<file path="src/rtl/lbs_req_arb_if.sv">
// Request-side and peripheral register-bus signals of the lbs_req_arb arbiter.
// slave modport: the arbiter; master modport: requesters plus the peripheral bus.
interface lbs_req_arb_if #(
  parameter int unsigned REQ_NUMS = 4
);
  localparam int unsigned AW = 12;
  localparam int unsigned DW = 8;
  localparam int unsigned CSW = 16;

  logic [REQ_NUMS-1:0]    req;
  logic [REQ_NUMS-1:0]    req_wr;
  logic [AW*REQ_NUMS-1:0] req_addr;
  logic [DW*REQ_NUMS-1:0] req_wdata;
  logic [REQ_NUMS-1:0]    ack;
  logic [DW-1:0]          rdata;
  logic                   busy;
  logic [AW-1:0]          lbs_addr;
  logic [DW-1:0]          lbs_din;
  logic [DW-1:0]          lbs_dout;
  logic                   lbs_we;
  logic                   lbs_re;
  logic [CSW-1:0]         lbs_cs_n;

  modport slave (
    input  req, req_wr, req_addr, req_wdata, lbs_dout,
    output ack, rdata, busy, lbs_addr, lbs_din, lbs_we, lbs_re, lbs_cs_n
  );

  modport master (
    output req, req_wr, req_addr, req_wdata, lbs_dout,
    input  ack, rdata, busy, lbs_addr, lbs_din, lbs_we, lbs_re, lbs_cs_n
  );
endinterface

</file>
<file path="src/rtl/lbs_req_arb.sv">
// Round-robin arbiter/sequencer for the shared 8-bit peripheral register bus.
// Optional LBS_ARB_PRIO0_EN: requester 0 gets fixed top priority, 1..REQ_NUMS-1 rotate.
module lbs_req_arb #(
  parameter int unsigned REQ_NUMS = 4,
  parameter int unsigned RD_LAT   = 2
) (
  input logic          clk,
  input logic          rst,
  lbs_req_arb_if.slave bus
);

  localparam int unsigned AW  = 12;
  localparam int unsigned DW  = 8;
  localparam int unsigned PW  = 4;
  localparam int unsigned CSW = 16;
  localparam int unsigned GW  = (REQ_NUMS > 1) ? $clog2(REQ_NUMS) : 1;
  localparam int unsigned CW  = $clog2(RD_LAT + 1);

  typedef enum logic [2:0] {
    S_IDLE,
    S_SETUP,
    S_ACCESS,
    S_WAIT,
    S_DONE
  } state_t;

  state_t              state_q, state_d;
  logic [GW-1:0]       ptr_q, ptr_d;
  logic [GW-1:0]       gnt_q, gnt_d;
  logic                wr_q, wr_d;
  logic [CW-1:0]       cnt_q, cnt_d;
  logic [REQ_NUMS-1:0] ack_q, ack_d;
  logic [DW-1:0]       rdata_q, rdata_d;
  logic                busy_q, busy_d;
  logic [AW-1:0]       addr_q, addr_d;
  logic [DW-1:0]       din_q, din_d;
  logic                we_q, we_d;
  logic                re_q, re_d;
  logic [CSW-1:0]      cs_n_q, cs_n_d;

  logic                pick_vld;
  logic [GW-1:0]       pick;
  logic [GW-1:0]       cand;
  logic [AW-1:0]       pick_addr;

  // Winner search: first requesting index after the pointer.
  always_comb begin
    pick_vld = 1'b0;
    pick     = '0;
    cand     = '0;
`ifdef LBS_ARB_PRIO0_EN
    if (bus.req[0]) begin
      pick_vld = 1'b1;
    end else begin
      for (int i = 1; i < int'(REQ_NUMS); i++) begin
        cand = GW'((int'(ptr_q) - 1 + i) % (int'(REQ_NUMS) - 1) + 1);
        if (!pick_vld && bus.req[cand]) begin
          pick_vld = 1'b1;
          pick     = cand;
        end
      end
    end
`else
    for (int i = 1; i <= int'(REQ_NUMS); i++) begin
      cand = GW'((int'(ptr_q) + i) % int'(REQ_NUMS));
      if (!pick_vld && bus.req[cand]) begin
        pick_vld = 1'b1;
        pick     = cand;
      end
    end
`endif
  end

  assign pick_addr = bus.req_addr[int'(pick)*AW +: AW];

  always_ff @(posedge clk) begin
    if (rst) begin
      state_q <= S_IDLE;
      ptr_q   <= GW'(REQ_NUMS - 1);
      gnt_q   <= '0;
      wr_q    <= 1'b0;
      cnt_q   <= '0;
      ack_q   <= '0;
      rdata_q <= '0;
      busy_q  <= 1'b0;
      addr_q  <= '0;
      din_q   <= '0;
      we_q    <= 1'b0;
      re_q    <= 1'b0;
      cs_n_q  <= '1;
    end else begin
      state_q <= state_d;
      ptr_q   <= ptr_d;
      gnt_q   <= gnt_d;
      wr_q    <= wr_d;
      cnt_q   <= cnt_d;
      ack_q   <= ack_d;
      rdata_q <= rdata_d;
      busy_q  <= busy_d;
      addr_q  <= addr_d;
      din_q   <= din_d;
      we_q    <= we_d;
      re_q    <= re_d;
      cs_n_q  <= cs_n_d;
    end
  end

  // Next state plus next values of every registered output.
  always_comb begin
    state_d = state_q;
    ptr_d   = ptr_q;
    gnt_d   = gnt_q;
    wr_d    = wr_q;
    cnt_d   = cnt_q;
    ack_d   = '0;
    rdata_d = rdata_q;
    busy_d  = busy_q;
    addr_d  = addr_q;
    din_d   = din_q;
    we_d    = 1'b0;
    re_d    = 1'b0;
    cs_n_d  = cs_n_q;
    case (state_q)
      S_IDLE: begin
        if (pick_vld) begin
          state_d = S_SETUP;
          gnt_d   = pick;
          wr_d    = bus.req_wr[pick];
          addr_d  = pick_addr;
          din_d   = bus.req_wdata[int'(pick)*DW +: DW];
          busy_d  = 1'b1;
          cs_n_d  = ~(CSW'(1) << pick_addr[AW-1 -: PW]);
`ifdef LBS_ARB_PRIO0_EN
          if (pick != '0) ptr_d = pick;
`else
          ptr_d = pick;
`endif
        end
      end
      S_SETUP: begin
        state_d = S_ACCESS;
        we_d    = wr_q;
        re_d    = ~wr_q;
      end
      S_ACCESS: begin
        cnt_d = '0;
        if (wr_q) begin
          state_d      = S_DONE;
          ack_d[gnt_q] = 1'b1;
        end else begin
          state_d = S_WAIT;
        end
      end
      S_WAIT: begin
        if (cnt_q == CW'(RD_LAT - 1)) begin
          state_d      = S_DONE;
          rdata_d      = bus.lbs_dout;
          ack_d[gnt_q] = 1'b1;
        end else begin
          cnt_d = cnt_q + CW'(1);
        end
      end
      S_DONE: begin
        state_d = S_IDLE;
        busy_d  = 1'b0;
        cs_n_d  = '1;
      end
      default: state_d = S_IDLE;
    endcase
  end

  assign bus.ack      = ack_q;
  assign bus.rdata    = rdata_q;
  assign bus.busy     = busy_q;
  assign bus.lbs_addr = addr_q;
  assign bus.lbs_din  = din_q;
  assign bus.lbs_we   = we_q;
  assign bus.lbs_re   = re_q;
  assign bus.lbs_cs_n = cs_n_q;

endmodule

</file>
<file path="src/flat_wrapper.sv">
// flat-port wrapper written by rule: the top's interface ports become plain ports
module lbs_req_arb_flat 
#(
  parameter int unsigned REQ_NUMS = 4,
  parameter int unsigned RD_LAT   = 2
)
  (clk, rst, bus_req, bus_req_wr, bus_req_addr, bus_req_wdata, bus_lbs_dout, bus_ack, bus_rdata, bus_busy, bus_lbs_addr, bus_lbs_din, bus_lbs_we, bus_lbs_re, bus_lbs_cs_n);
  lbs_req_arb_if #(.REQ_NUMS(REQ_NUMS)) bus_i ();
  input logic clk;
  input logic rst;
  input wire logic [$bits(bus_i.req)-1:0] bus_req;
  input wire logic [$bits(bus_i.req_wr)-1:0] bus_req_wr;
  input wire logic [$bits(bus_i.req_addr)-1:0] bus_req_addr;
  input wire logic [$bits(bus_i.req_wdata)-1:0] bus_req_wdata;
  input wire logic [$bits(bus_i.lbs_dout)-1:0] bus_lbs_dout;
  output wire logic [$bits(bus_i.ack)-1:0] bus_ack;
  output wire logic [$bits(bus_i.rdata)-1:0] bus_rdata;
  output wire logic [$bits(bus_i.busy)-1:0] bus_busy;
  output wire logic [$bits(bus_i.lbs_addr)-1:0] bus_lbs_addr;
  output wire logic [$bits(bus_i.lbs_din)-1:0] bus_lbs_din;
  output wire logic [$bits(bus_i.lbs_we)-1:0] bus_lbs_we;
  output wire logic [$bits(bus_i.lbs_re)-1:0] bus_lbs_re;
  output wire logic [$bits(bus_i.lbs_cs_n)-1:0] bus_lbs_cs_n;
  assign bus_i.req = bus_req;
  assign bus_i.req_wr = bus_req_wr;
  assign bus_i.req_addr = bus_req_addr;
  assign bus_i.req_wdata = bus_req_wdata;
  assign bus_i.lbs_dout = bus_lbs_dout;
  assign bus_ack = bus_i.ack;
  assign bus_rdata = bus_i.rdata;
  assign bus_busy = bus_i.busy;
  assign bus_lbs_addr = bus_i.lbs_addr;
  assign bus_lbs_din = bus_i.lbs_din;
  assign bus_lbs_we = bus_i.lbs_we;
  assign bus_lbs_re = bus_i.lbs_re;
  assign bus_lbs_cs_n = bus_i.lbs_cs_n;
  lbs_req_arb #(.REQ_NUMS(REQ_NUMS), .RD_LAT(RD_LAT)) u_core (.clk(clk), .rst(rst), .bus(bus_i));
endmodule
</file>
<file path="config.mk">
export PLATFORM = sky130hd
export DESIGN_NAME = lbs_req_arb_flat
export DESIGN_NICKNAME = d
export VERILOG_FILES = /design/src/rtl/lbs_req_arb_if.sv /design/src/rtl/lbs_req_arb.sv /design/src/flat_wrapper.sv
export SDC_FILE = /design/constraint.sdc
export NUM_CORES = 1
export LEC_CHECK = 0
export BUFFER_PORTS_ARGS = -buffer_cell sky130_fd_sc_hd__buf_2
export CAP_MARGIN = 20
export CORE_MARGIN = 2
export CORE_UTILIZATION = 45
export DETAILED_ROUTE_END_ITERATION = 7
export PLACE_DENSITY = 0.78
export SYNTH_ARGS = -nofsm -noshare
export SYNTH_HDL_FRONTEND = slang
export SYNTH_SLANG_ARGS = --single-unit
</file>
<file path="constraint.sdc">
create_clock -name clk -period 6.5 [get_ports clk]
set_input_delay 0.325 -clock clk [delete_from_list [all_inputs] [get_ports clk]]
set_output_delay 0.325 -clock clk [all_outputs]
set_load 0.02 [all_outputs]
</file>
==> results.cfg, run 1 <==
[routing]
totalWireLength_um = 7883
wl_per_cell_um = 13.69
route.detailed.drc = 0
routed-via-count = 3034
drt-pass1-iter-count = 4
drtIter0Drc = 142
post_drt_via_cell_ratio = 5.267
drtAntennaViolNets = 0

[die]
start_util = 0.4590
dieWidth_um = 86.79
die_area_um2 = 7532
coreArea_um2 = 6719
die_h_um = 86.79
num_io_pins = 149
fp-row-count = 30

[yosys]
synth.area.top_cells = dfxtp_1 (40%), nand2_1 (8.3%), mux2i_1 (7.1%), mux2_2 (6.6%), a21oi_1 (6.5%)
ys_ff_latch = 61
yosysSeqAreaShare = 0.3959
yosysTopAreaCell = dfxtp_1
synth_fa_ha_area_frac = 0.004057
synth-compound-area-share = 0.2037
synth_simple_gate_area_frac = 0.1854
syn_area_per_cell_um2 = 8.688
synth_mux_area_frac = 0.1627
yosys_warnings = 0
synth_top_cell_area_share = 0.3959
synth_xor_area_frac = 0
synth_cells = 355
ys_types = 47
syn_area_um2 = 3084
async_flop_share = 0
synth_flop_cell = dfxtp_1
syn_nets = 454
synth_enable_flop_cells = 0
synth_top_family_by_area = compound AO/OA/AOI/OAI gates

[clock_network]
cts_num_sinks = 61
postCtsSetupBuffers = 0
numCtsBuffers = 9
cts_max_level = 3
cts_hold_buf = 0
cts-resized-gates = 0
cts_buffer_depth = 2
worst_skew_pair.late_latency_ns = 0.32
clk_pin_slew_ns = 0.07
cts_tree = built
cts_root_buffer = clkbuf_8

[global_routing]
met3_usage = 0.06190
grt_use_total = 0.2101
grt_pass1_vias = 2845
grt_max_degree = 52
overflow = 0
use_met1 = 0.2499
busiest_layer = met2
grt_pass1_wl_um = 12650
antenna_found_initial = 0
use_met2 = 0.3629

[min_path]
hold_path_end = u_core.bus.rdata[6]
hold_path.class = in -> reg
worstHoldStart = bus_lbs_dout[6]
min_path_cells = 3

[sta]
setup_tns_ns = 0
min_period_ns = 2.692
hold_violations = 0
fmax_ghz = 0.3715
min_period_over_period = 0.4141
worst_slack_ns = 3.808
rsz0062_at_grt = false
finalClockSkew_ns = 0.007607
drv_slew = 0
max_slew_margin = 0.3703
tightest_slew_ns = 0.9435
setup_violations = 0

[critical_path]
r2r_start = u_core.ptr_q[0]
r2r_slack_ns = 3.81
critical_path.startpoint_type = register
r2r-end = u_core.bus.lbs_cs_n[5]
critPathCaptureType = register
worst-setup-path-type = reg -> reg
required_ns = 6.72
cp_max_fo = 51
reg2regPathDepth = 7
arrival_ns = 2.91

[layout]
final_cells = 576
nFillCells = 637
nNetsFinal = 590
final_util = 0.5948
diodes = 0
syn_to_final_growth_pct = 29.57
drive_gt1_frac = 0.3891

[placed_design]
dp_hpwl_um = 5915
dp.cells = 560
gp_congestion = 0.7858
numPortBuffers = 148
place_ws_ns = 3.809

[pwr]
power_density_nw_per_um2 = 288.0
power_leakage_uw = 0.001803
finalPower_uw = 1151
irDropWorstVdd_mv = 0.1026

[job]
cap_violations = 0

[outcome]
status = finished, final reports clean
## routing by layer
metal	share of wire	wire, µm
met1	0.43	3363
met2	0.50	3928
met3	0.063	497
met4	0.012	93
met5	0	0
## cells in the mapped netlist (all sizes together) (6+ instances only)
cell / instances
a21oi: 41
buf: 13
clkbuf: 12
dfxtp: 61
inv: 7
mux2: 18
mux2i: 22
nand2: 68
nand2b: 6
nor2: 25
nor2b: 8
o211ai: 19
o22a: 6
## cells in the final DEF, fill, tap and decap left out, drive strengths merged, types with 3 or more instances in the layout
cell and count:
a21oi 41, a31oi 4, buf 150, clkbuf 11, clkinv 4, dfxtp 61
inv 7, mux2 18, mux2i 22, mux4 3, nand2 68, nand2b 6
nand3 3, nor2 25, nor2b 8, nor3 4, o211ai 19, o21ai 3
o22a 6
## power by group
part	switching, µW	internal [µW]
Clock	141	136
Sequential	33.3	423
Combinational	247	171
## sequential cells by signal, indices dropped and copies added (netlist names), 2 cells and up
name	count
u_core.gnt_q	2
u_core.state_q	3
u_core.bus.rdata	8
u_core.bus.ack	4
u_core.bus.lbs_din	8
u_core.bus.lbs_addr	12
u_core.bus.lbs_cs_n	16
u_core.cnt_q	2
u_core.ptr_q	2
## stage by stage
stage / hold WS [ns] / area (µm²)
final: 0.2319 / 3996
after global routing: 0.2278 / 3996
after CTS: 0.2199 / 3996
after detailed placement: 0.4464 / 3837
after global placement: 0.4400 / 3837
after floorplan: 0.4300 / 3084
## critical path: stages, from the launching register on
cell	delay, ns
dfxtp_1	0.40
nand2b_1	0.21
a21oi_2	0.10
a221oi_4	0.19
buf_4	0.47
mux4_1	0.80
nand2b_1	0.24
o22a_1	0.16
## worst max path at each step
stage                    start  cells past startpoint  slack [ns]                endpoint
2_1_floorplan  u_core.ptr_q[0]                      6        4.42  u_core.bus.lbs_cs_n[0]
5_1_grt        u_core.ptr_q[0]                      7        3.62  u_core.bus.lbs_cs_n[5]
4_1_cts        u_core.ptr_q[0]                      7        3.81  u_core.bus.lbs_cs_n[5]
3_3_place_gp        bus_req[1]                      7        3.90  u_core.bus.lbs_cs_n[0]
3_5_place_dp   u_core.ptr_q[0]                      7        3.81  u_core.bus.lbs_cs_n[5]
6_report       u_core.ptr_q[0]                      7        3.81  u_core.bus.lbs_cs_n[5]
## final cells by class
cell class	instances	area, µm²	share of cell area
Tap cell	80	100.1	0.02505
Timing Repair Buffer	150	755.7	0.1891
Clock buffer	11	131.4	0.03287
Inverter	7	26.28	0.006575
Sequential cell	61	1221	0.3056
Clock inverter	5	27.53	0.006888
Multi-Input combinational cell	262	1734	0.4339
## logic make-up after synthesis
| family | after synthesis |
|---|---|
| buffers and inverters | 32 |
| DFF | 61 |
| adders and majority gates | 1 |
| muxes | 43 |
| AOI/OAI and AO/OA | 91 |
| and+or+nand+nor | 127 |
(Power assumes the default switching activity.)
==> run 2, diff against run 1 <==
Clock period 6.5 ns to 2.6 ns, I/O delays scaled along.
==> run 2 against run 1 <==
Against the previous run: die area unchanged; clock power grew to 2.6 times the previous value; critical path depth did not move; combinational power rose to 2.6 times the previous value; cell area increased by 0.94%; largest power group unchanged.
==> results.cfg, run 2 (synthesized netlist as in run 1, its figures left out) <==
[layout]
final_area_um2 = 4034
diodes = 0
final_common_cell = buf_2
final_util = 0.6004
final_cells = 578
drive_gt1_frac = 0.3916
syn_to_final_growth_pct = 30.79
nNetsFinal = 592
final_cell_mix = buf_2 (148), nand2_1 (68), dfxtp_1 (61)
largest_reg_flops = 16

[die]
die_area_um2 = 7532
coreArea_um2 = 6719
dieWidth_um = 86.79
start_util = 0.4590
fp-row-count = 30
die_h_um = 86.79
num_io_pins = 149

[routing]
wl_per_cell_um = 14.06
post_drt_via_cell_ratio = 5.322
routed-via-count = 3076
topRoutingLayerUsed = met4
drtAntennaViolNets = 0
totalWireLength_um = 8124
route.detailed.drc = 0
drt-pass1-iter-count = 4
met2WireLength_um = 4020
dr_wl_met3_um = 620
drtIter0Drc = 139
met1_length_um = 3325

[sta]
rsz0062_at_grt = false
finalClockSkew_ns = 0.009166
worst_slack_ns = 0.2418
drv_slew = 0
hold_violations = 0
min_period_ns = 2.358
setup_violations = 0
tightest_slew_ns = 0.9021
max_slew_margin = 0.3980
fmax_ghz = 0.4240
setup_tns_ns = 0
min_period_over_period = 0.9070

[job]
cap_violations = 0

[pwr]
power_density_nw_per_um2 = 728.4
power_leakage_uw = 0.001824
irDropWorstVdd_mv = 0.2667

[global_routing]
grt_pass1_vias = 2818
grt_pass1_wl_um = 12560
antenna_found_initial = 0
grt_max_degree = 48
overflow = 0
grt_use_total = 0.2117

[placed_design]
numPortBuffers = 148
dp.cells = 562
place_ws_ns = 0.2516
gp_congestion = 0.8288
dp_hpwl_um = 6190
postPlaceCellArea_um2 = 3865

[critical_path]
worst-setup-path-type = reg -> reg
worstPathCellList = nand2b_1, a21oi_2, a221oi_4, buf_4, mux4_1, nor2b_1, a21oi_1
crit_slowest_cell = mux4_1
required_ns = 2.86
critPathMaxStageDelay_ns = 0.69
critPathCaptureType = register
cpLargestDelayFamily = multiplexers
r2r-end = u_core.bus.lbs_cs_n[7]
path_depth = 7
crit_start = u_core.ptr_q[0]
r2r_start = u_core.ptr_q[0]
r2r_slack_ns = 0.24
cp_max_fo = 15
arrival_ns = 2.62
critPathBufInv = 1
reg2regPathDepth = 7
critical_path.startpoint_type = register

[clock_network]
cts-resized-gates = 0
clk_pin_slew_ns = 0.07
cts_tree = built
numCtsBuffers = 9
postCtsSetupBuffers = 0
worst_skew_pair.late_latency_ns = 0.33
cts_buffer_depth = 2
cts_num_sinks = 61
cts_hold_buf = 0
cts_max_level = 3
cts_root_buffer = clkbuf_8

[min_path]
worstHoldStart = bus_lbs_dout[5]
min_path_cells = 3
hold_path.class = in -> reg
hold_path_end = u_core.bus.rdata[5]

[outcome]
status = finished, final reports clean
run 2: changes by cell type in the layout (fill, tap and decap cells not counted), sizes merged:
cell      change
clkinvlp      -1
buf           +2
clkbuf        +1
run 2: final cells by class:
class                           count  area, µm²
Timing Repair Buffer              152      783.3
Tap cell                           80      100.1
Multi-Input combinational cell    262       1734
Clock inverter                      4      23.77
Inverter                            7      26.28
Fill cell                         593       2685
Clock buffer                       12      145.1
Sequential cell                    61       1221
run 2: power by group:
part	leakage, µW	internal [µW]	total [µW]	switching, µW
Clock	0.0000901	369	730	360
Sequential	0.000499	1060	1140	84.0
Combinational	0.00123	441	1070	627
run 2: per-layer routing:
layer,vias to the layer above,track usage
li1,1539,-
met1,1381,0.2457
met2,139,0.3643
met3,17,0.05048
met4,0,0.1009
met5,-,0
run 2: stage by stage:
stage          hold slack, ns  total power (µW)
3_5_place_dp           0.3792              2235
3_3_place_gp           0.3718              2209
4_1_cts               0.01876              2970
5_1_grt               0.01899              3115
2_1_floorplan          0.2464              1925
6_report              0.03464              2938
run 2: worst max-delay path by stage:
stage,endpoint
6_report,u_core.bus.lbs_cs_n[7]
5_1_grt,u_core.bus.lbs_cs_n[7]
4_1_cts,u_core.bus.lbs_cs_n[7]
3_5_place_dp,u_core.bus.lbs_cs_n[7]
3_3_place_gp,u_core.bus.lbs_cs_n[0]
2_1_floorplan,u_core.bus.lbs_cs_n[0]
run 2: worst min-delay path, delay by kind of cell:
kind,cells,cell delay [ns]
simple gates,1,0.05
buf+inv,1,0.09
compound gates,1,0.05
==> run 3, diff against run 2 <==
Clock period 2.6 ns to 2.5 ns, I/O delays scaled along.
==> run 3 against run 2 <==
Against the previous run: register-to-register slack got worse by 0.07 ns; total power increased by 10%; routed wire length decreased by 2.1%; hold slack got worse by 0.011 ns; largest cell class unchanged; global-route usage increased by 0.18 points; die area unchanged; fmax increased by 1.3%; first-iteration DRC count decreased by 22%; core utilization increased by 0.71 points; highest routed layer unchanged; critical path type unchanged; flip-flop and latch count unchanged; sequential share of layout area decreased by 0.35 points; combinational power increased by 4%.
==> results.cfg, run 3 (synthesized netlist as in run 1, its figures left out) <==
[outcome]
status = finished, final reports clean

[clock_network]
worst_skew_pair.late_latency_ns = 0.34
cts_num_sinks = 61
cts_buffer_depth = 2
numCtsBuffers = 9
cts_tree = built
cts_max_level = 3
cts_root_buffer = clkbuf_8
clk_pin_slew_ns = 0.07
cts_hold_buf = 0

[routing]
drtAntennaViolNets = 0
drtIter0Drc = 109
drt-pass1-iter-count = 4
routed-via-count = 3059
wl_per_cell_um = 13.76
totalWireLength_um = 7955
route.detailed.drc = 0
post_drt_via_cell_ratio = 5.292

[placed_design]
dp_hpwl_um = 6104
numPortBuffers = 148
dp.cells = 563
gp_congestion = 0.7802

[layout]
final_cells = 578
diodes = 0
final_common_cell = buf_2
nNetsFinal = 593
drive_gt1_frac = 0.3976
largest_reg_flops = 16
final_cell_mix = buf_2 (148), nand2_1 (68), dfxtp_1 (61)
syn_to_final_growth_pct = 32.33

[critical_path]
critPathCaptureType = register
worst-setup-path-type = reg -> reg
arrival_ns = 2.55
cp_max_fo = 11
critical_path.startpoint_type = register
required_ns = 2.72

[die]
start_util = 0.4590
fp-row-count = 30
dieWidth_um = 86.79
die_area_um2 = 7532
coreArea_um2 = 6719
die_h_um = 86.79
num_io_pins = 149

[sta]
hold_violations = 0
rsz0062_at_grt = false
drv_slew = 0
min_period_over_period = 0.9309
setup_tns_ns = 0
finalClockSkew_ns = 0.003837
max_slew_margin = 0.3476
min_period_ns = 2.327
tightest_slew_ns = 0.9776
setup_violations = 0
fmax_ghz = 0.4297
hold-worst-slack_ns = 0.02413

[global_routing]
grt_pass1_vias = 2863
grt_use_total = 0.2135
grt_max_degree = 48
grt_pass1_wl_um = 12680
antenna_found_initial = 0
overflow = 0

[job]
cap_violations = 0

[min_path]
hold_path.class = in -> reg

[pwr]
power_density_nw_per_um2 = 794.7
power_leakage_uw = 0.001846
irDropWorstVdd_mv = 0.3301
run 3: changes by cell type in the layout (fill, tap and decap cells not counted), sizes merged:
cell	before	now
buf	152	153
bufinv	0	2
clkbuf	12	10
clkinv	4	3
run 3: worst max-delay path: stages, from the launching register on:
cell,delay (ns)
dfxtp_1,0.40
nand2b_1,0.21
a21oi_2,0.10
a221oi_4,0.32
mux4_1,0.79
o32a_1,0.40
run 3: layer usage:
| layer | share of wire | wire [µm] | global-route usage |
|---|---|---|---|
| met1 | 0.41 | 3259 | 0.2464 |
| met2 | 0.51 | 4020 | 0.3713 |
| met3 | 0.068 | 538 | 0.05810 |
| met4 | 0.017 | 137 | 0.08665 |
| met5 | 0 | 0 | 0 |
run 3: repair_timing:
action / in CTS / in global routing
gates resized for setup: 0 / 1
endpoints found under the setup margin: 0 / 2
buffers inserted: 0 / 0
run 3: final timing paths:
check                          from                endpoint  slack (ns)  cells past startpoint
min                 bus_lbs_dout[1]     u_core.bus.rdata[1]        0.02                      3
max                 u_core.ptr_q[0]  u_core.bus.lbs_cs_n[0]        0.17                      5
max reg2reg         u_core.ptr_q[0]  u_core.bus.lbs_cs_n[0]        0.17                      5
min reg2reg  u_core.bus.lbs_addr[5]  u_core.bus.lbs_addr[5]        0.45                      2
run 3: metrics by stage:
step                      setup WS [ns]    util  instance area [µm²]  power (µW)
after floorplan                  0.4187       -                 3084        2002
after global placement           0.2294  0.5764                 3872        2299
after detailed placement         0.1504  0.5764                 3872        2323
after CTS                        0.1111  0.6080                 4085        3266
after global routing           0.008895  0.6074                 4081        3433
final                            0.1727  0.6074                 4081        3244
run 3: cell type report:
cell class / instances / area, µm²
timing repair buffer: 153 / 790.8
sequential: 61 / 1221
fill: 634 / 2638
tap: 80 / 100.1
clock inverter: 5 / 75.07
multi-input combinational: 262 / 1730
clock buffer: 10 / 137.6
inverter: 7 / 26.28
run 3: report_power, final:
group          internal, µW  leakage (µW)  switching, µW  total (µW)
logic                   464       0.00124            646        1110
clock network           577      0.000112            371         948
registers              1100      0.000499           86.4        1190
total                  2140       0.00185           1100        3240
